### src/rtl/pipe_hazard_ctrl.sv
// Hazard and multdiv control beside the D/X latch: multdiv start/wait/timeout,
// taken-branch flush and single-bubble load-use stall. All outputs are combinational.
module pipe_hazard_ctrl #(
   parameter int MD_TIMEOUT = 64,
   parameter int CNT_W      = 7
) (
   input  logic        clock,
   input  logic        reset,
   input  logic [31:0] fd_ir,
   input  logic [31:0] dx_ir,
   input  logic        branch_taken,
   input  logic        data_resultRDY,
   input  logic        data_exception,
   output logic        pc_enable,
   output logic        fd_enable,
   output logic        dx_enable,
   output logic [1:0]  dx_ir_sel,
   output logic        fd_flush,
   output logic        xm_nop,
   output logic        ctrl_MULT,
   output logic        ctrl_DIV,
   output logic        md_busy,
   output logic        md_done,
   output logic        md_exception
);

   localparam logic [4:0] OP_ALU   = 5'b00000;
   localparam logic [4:0] OP_LW    = 5'b01000;
   localparam logic [4:0] OP_SW    = 5'b00111;
   localparam logic [4:0] OP_BNE   = 5'b00010;
   localparam logic [4:0] OP_BLT   = 5'b00110;
   localparam logic [4:0] ALU_MUL  = 5'b00110;
   localparam logic [4:0] ALU_DIV  = 5'b00111;
   localparam logic [1:0] SEL_FD   = 2'b00;
   localparam logic [1:0] SEL_NOP  = 2'b01;
   localparam logic [1:0] SEL_HOLD = 2'b10;
   localparam logic [CNT_W-1:0] CNT_LAST = CNT_W'(MD_TIMEOUT - 1);

   typedef enum logic {IDLE, MD_WAIT} state_t;

   state_t           state, state_next;
   logic [CNT_W-1:0] cnt, cnt_next;

   function automatic logic is_md(input logic [31:0] ir);
      return (ir[31:27] == OP_ALU) && ((ir[6:2] == ALU_MUL) || (ir[6:2] == ALU_DIV));
   endfunction

   function automatic logic is_lw(input logic [31:0] ir);
      return ir[31:27] == OP_LW;
   endfunction

   // Stores and compare-branches read their rd field as a source operand.
   function automatic logic rd_is_src(input logic [4:0] op);
      return (op == OP_SW) || (op == OP_BNE) || (op == OP_BLT);
   endfunction

   logic [4:0] dx_rd, fd_rd, fd_rs, fd_rt;
   logic       load_use;
   logic       timeout;

   assign dx_rd = dx_ir[26:22];
   assign fd_rd = fd_ir[26:22];
   assign fd_rs = fd_ir[21:17];
   assign fd_rt = fd_ir[16:12];

   assign load_use = is_lw(dx_ir) && (dx_rd != 5'd0) &&
                     ((dx_rd == fd_rs) || (dx_rd == fd_rt) ||
                      (rd_is_src(fd_ir[31:27]) && (dx_rd == fd_rd)));

   assign timeout = (cnt == CNT_LAST);

   logic unused_ir_bits;
   assign unused_ir_bits = ^{fd_ir[11:0], dx_ir[21:7], dx_ir[1:0]};

   always_ff @(posedge clock) begin
      if (reset) begin
         state <= IDLE;
         cnt   <= '0;
      end else begin
         state <= state_next;
         cnt   <= cnt_next;
      end
   end

   always_comb begin
      state_next   = state;
      cnt_next     = cnt;
      pc_enable    = 1'b1;
      fd_enable    = 1'b1;
      dx_enable    = 1'b1;
      dx_ir_sel    = SEL_FD;
      fd_flush     = 1'b0;
      xm_nop       = 1'b0;
      ctrl_MULT    = 1'b0;
      ctrl_DIV     = 1'b0;
      md_busy      = 1'b0;
      md_done      = 1'b0;
      md_exception = 1'b0;

      // Reset forces the pass-through outputs and drops any pending multdiv result.
      if (!reset) begin
         case (state)
            IDLE: begin
               if (is_md(dx_ir)) begin
                  ctrl_MULT  = (dx_ir[6:2] == ALU_MUL);
                  ctrl_DIV   = (dx_ir[6:2] == ALU_DIV);
                  pc_enable  = 1'b0;
                  fd_enable  = 1'b0;
                  dx_enable  = 1'b0;
                  dx_ir_sel  = SEL_HOLD;
                  xm_nop     = 1'b1;
                  cnt_next   = '0;
                  state_next = MD_WAIT;
               end else if (branch_taken) begin
                  fd_flush  = 1'b1;
                  dx_ir_sel = SEL_NOP;
               end else if (load_use) begin
                  pc_enable = 1'b0;
                  fd_enable = 1'b0;
                  dx_ir_sel = SEL_NOP;
               end
            end
            MD_WAIT: begin
               md_busy = 1'b1;
               if (data_resultRDY || timeout) begin
                  md_done      = 1'b1;
                  md_exception = data_resultRDY ? data_exception : 1'b1;
                  state_next   = IDLE;
               end else begin
                  pc_enable = 1'b0;
                  fd_enable = 1'b0;
                  dx_enable = 1'b0;
                  dx_ir_sel = SEL_HOLD;
                  xm_nop    = 1'b1;
                  cnt_next  = cnt + CNT_W'(1);
               end
            end
            default: state_next = IDLE;
         endcase
      end
   end

endmodule
### config.mk
export PLATFORM = sky130hd
export DESIGN_NAME = pipe_hazard_ctrl
export DESIGN_NICKNAME = d
export VERILOG_FILES = /design/src/rtl/pipe_hazard_ctrl.sv
export SDC_FILE = /design/constraint.sdc
export NUM_CORES = 1
export LEC_CHECK = 0
export ABC_AREA = 1
export CAP_MARGIN = 10
export CORE_AREA = 8 8 67 69
export DETAILED_ROUTE_END_ITERATION = 10
export DIE_AREA = 0 0 75 77
export MAX_ROUTING_LAYER = met4
export PLACE_DENSITY = 0.78
export RECOVER_POWER = 100
export SETUP_SLACK_MARGIN = 0.02
export SLEW_MARGIN = 20
export SYNTH_ARGS = -nofsm -noshare
export SYNTH_HDL_FRONTEND = slang
export SYNTH_SLANG_ARGS = --single-unit
### constraint.sdc
create_clock -name clock -period 1.5 [get_ports clock]
set_input_delay 0.3 -clock clock [delete_from_list [all_inputs] [get_ports clock]]
set_output_delay 0.3 -clock clock [all_outputs]
set_load 0.01 [all_outputs]
==> impl_metrics.csv <==
group,metric,value,unit
status,run_status,"finished, violations left",
status,violations_in_the_final_reports,"negative setup slack",
sta,tightest_slew,0.276,ns
cts,cts.reportedPaths.clkPinSlew,0.06,ns
synthesis,synth_top_area_share,20.0,%
finish,area_growth,91.6,%
drt,route.detailed.vias_per_inst,4.34,
die,initial_core_utilization,27.4,%
worst_hold_path,worst_hold_path_type,"in2reg",
sta,final_hold_viol_count,0,
synthesis,total_nets_after_synthesis,233,
drt,route.detailed.drc,0,
worst_setup_path,cp.buffers_inverters,3,
cts,root_buffer,"clkbuf_4",
sta,setup_viol,10,
synthesis,postSynthAreaPerCell,5.87,um2
synthesis,synthFlopType,"dfxtp_1",
sta,max-slew-margin-rel,81.5,%
drt,postRouteAntennaNets,0,
drt,dr.pass1.iters,4,
global_routing,antenna_found_initial,0,
synthesis,ys_seq_area_share,16.7,%
finish,design.final.nets,315,
power_and_ir_drop,power.leakage,0.942,nW
worst_setup_path,destination_of_the_worst_register_to_register_timing_path,"cnt[0]$_SDFFE_PP0N_",
synthesis,proportion_of_synthesized_flip_flops_having_asynchronous_set_or_reset,0,%
die,io_pins,81,
worst_setup_path,end_kind,"output port",
finish,num_antenna_cells,0,
synthesis,synth.largest_area_cell,"nand2_1",
cts,clk_path_buf_depth,2,
synthesis,ys_ff_latch,8,
placement,io_buffer_count,51,
job,drv_cap,0,
worst_setup_path,r2r_cell_count,10,
sta,final_max_slew_viol_count,0,
finish,drive_gt1_share,52.3,%
cts,cts_buffers,3,
worst_setup_path,critical_path.max_fanout,2,
worst_setup_path,crit_path_max_incr_delay,0.33,ns
cts,insertion_delay,0.26,ns
global_routing,grt_start_max_net_pins,8,
worst_setup_path,endpoint,"pc_enable",
global_routing,grt-ovfl-total,0,
worst_setup_path,timing.setup.critical_path_class,"reg2out",
die,die_x,75,um
sta,maxClockFrequency,567,MHz
die,placeableCoreArea,3500,um2
sta,final.period_utilization,118,%
worst_setup_path,cp_cell_sequence,"ha_4 -> nand2_4 -> inv_4 -> nand3_4 -> nand2_4 -> a21oi_4 -> nand3_2 -> nand2_2 -> inv_2 -> buf_6",
drt,routed-via-count,1264,
synthesis,synth_top_cells_by_count,"nand2_1 (51), inv_1 (31), nor2_1 (17), nand3_1 (15), dfxtp_1 (8)",
synthesis,post_synth_instance_area,957,um2
power_and_ir_drop,max-vdd-ir-drop,0.000142,V
worst_setup_path,cp-start-kind,"flop",
worst_setup_path,worst-r2r-setup-slack,0.02,ns
synthesis,post_synth_main_area_contributors,"nand2_1 (20%), dfxtp_1 (17%), inv_1 (12%)",
sta,postLayoutSetupSlackWorst,-0.263,ns
worst_setup_path,critical_path_data_arrival_time,1.46,ns
die,dieHeight,77,um
worst_setup_path,timing.critical_path.depth,10,
placement,routabilityCongestion,0.843,
global_routing,grt_pass1_wl,5800,um
sta,final.min_clock_period,1.76,ns
cts,tritoncts,"done",
drt,drt_iter0_drc,48,
cts,numClockSinks,8,
synthesis,synth-edff-count,0,
power_and_ir_drop,fin_total_pwr,0.637,mW
worst_setup_path,r2r-start,"cnt[0]$_SDFFE_PP0N_",
placement,place.detailed.hpwl,2550,um
global_routing,grt_use_total,12.8,%
die,rows,22,
placement,dpl_worst_slack,-0.912,ns
synthesis,yosys_warning_count,0,
global_routing,first_global_vias,1320,
synthesis,synthCells,163,
worst_setup_path,crit_slowest_cell,"dfxtp_2",
power_and_ir_drop,power.density,348,nW/um2
drt,wirelength,3490,um
worst_setup_path,crit_top_cell,"nand2_4",
cts,ctsHoldBuffers,0,
worst_setup_path,largest_delay_share_family_worst_path,"simple AND/OR/NAND/NOR gates",
cts,htree_levels,1,
sta,worst_clock_skew,0.00128,ns
sta,grt_setup_unrepaired,"true",
worst_setup_path,worstSetupStartpoint,"cnt[0]$_SDFFE_PP0N_",
die,die_area,5780,um2
synthesis,yosys.cell_types.count,29,
synthesis,post-synth-top-count-cell,"nand2_1",
worst_setup_path,cp.required,1.20,ns
drt,drt-wirelength-per-cell,12.0,um
## area by class of cell
cell class	instances	area [um2]
clock buffers	3	22.5
fillers	368	1660
inverters	32	135
multi-input cells	120	832
flip-flops and latches	8	164
well taps	48	60.1
repair buffers	80	621
## stage by stage
step	hold WS [ns]	std cells	area, um2	setup TNS [ns]	utilization (%)
global placement	0.532	280	1690	-9.46	48.2
detailed placement	0.541	280	1690	-9.85	48.2
global route	0.561	291	1830	-2.37	52.5
floorplan	0.442	163	977	-0.0169	-
finish	0.527	291	1830	-1.40	52.5
CTS	0.526	291	1810	-1.59	51.7
## worst min-delay path by stage
stage | from | to | slack, ns | depth (start not counted)
2_1_floorplan | cnt[0]$_SDFFE_PP0N_ | cnt[0]$_SDFFE_PP0N_ | 0.44 | 1
3_3_place_gp | cnt[0]$_SDFFE_PP0N_ | cnt[0]$_SDFFE_PP0N_ | 0.53 | 2
3_5_place_dp | cnt[0]$_SDFFE_PP0N_ | cnt[0]$_SDFFE_PP0N_ | 0.54 | 2
4_1_cts | dx_ir[6] | state$_DFF_P_ | 0.53 | 6
5_1_grt | reset | cnt[5]$_SDFFE_PP0N_ | 0.56 | 3
6_report | reset | cnt[5]$_SDFFE_PP0N_ | 0.53 | 3
## state kept, by name (all words and copies together) (netlist names)
register	cells
cnt	7
state	1
## cell usage in the layout, fill, tap and decap left out, drive strengths merged, types with 4 or more instances in the layout
master,instances
a21oi,10
buf,52
clkbuf,17
clkdlybuf4s15,6
clkdlybuf4s50,4
dfxtp,8
dlygate4sd2,4
inv,32
nand2,54
nand3,18
nor2,20
nor3,5
## cell families (layout without fill, tap and decap cells)
group | after synthesis | in the layout | share of synthesized area, %
compound gates | 14 | 14 | 9.28
flops | 8 | 8 | 16.7
xor+xnor | 5 | 5 | 4.58
buf+inv | 35 | 115 | 16.1
fa+ha+maj | 1 | 1 | 1.31
simple gates | 100 | 100 | 52.0
## tightest hold or removal path: stages
cell	delay, ns
dlygate4sd2_1	0.24
buf_4	0.17
a21oi_2	0.03
## timing repair
item                       CTS  global route
pin swaps                   31            27
setup endpoints to repair   12            14
buffers inserted             9             2
resized for setup          149            73
## report_power, final
| group | leakage (nW) | switching (mW) | internal, mW |
|---|---|---|---|
| registers | 0.0660 | 0.000103 | 0.213 |
| clock network | 0.0138 | 0.0824 | 0.0922 |
| logic | 0.862 | 0.123 | 0.127 |
## layer usage
layer	GRT usage, %	vias up	wire length (um)
met1	15.5	557	1500
met5	-	-	0
met2	20.1	38	1750
met3	2.47	5	184
met4	4.71	0	47
li1	-	664	-
Power figures use the tool's default switching activity.
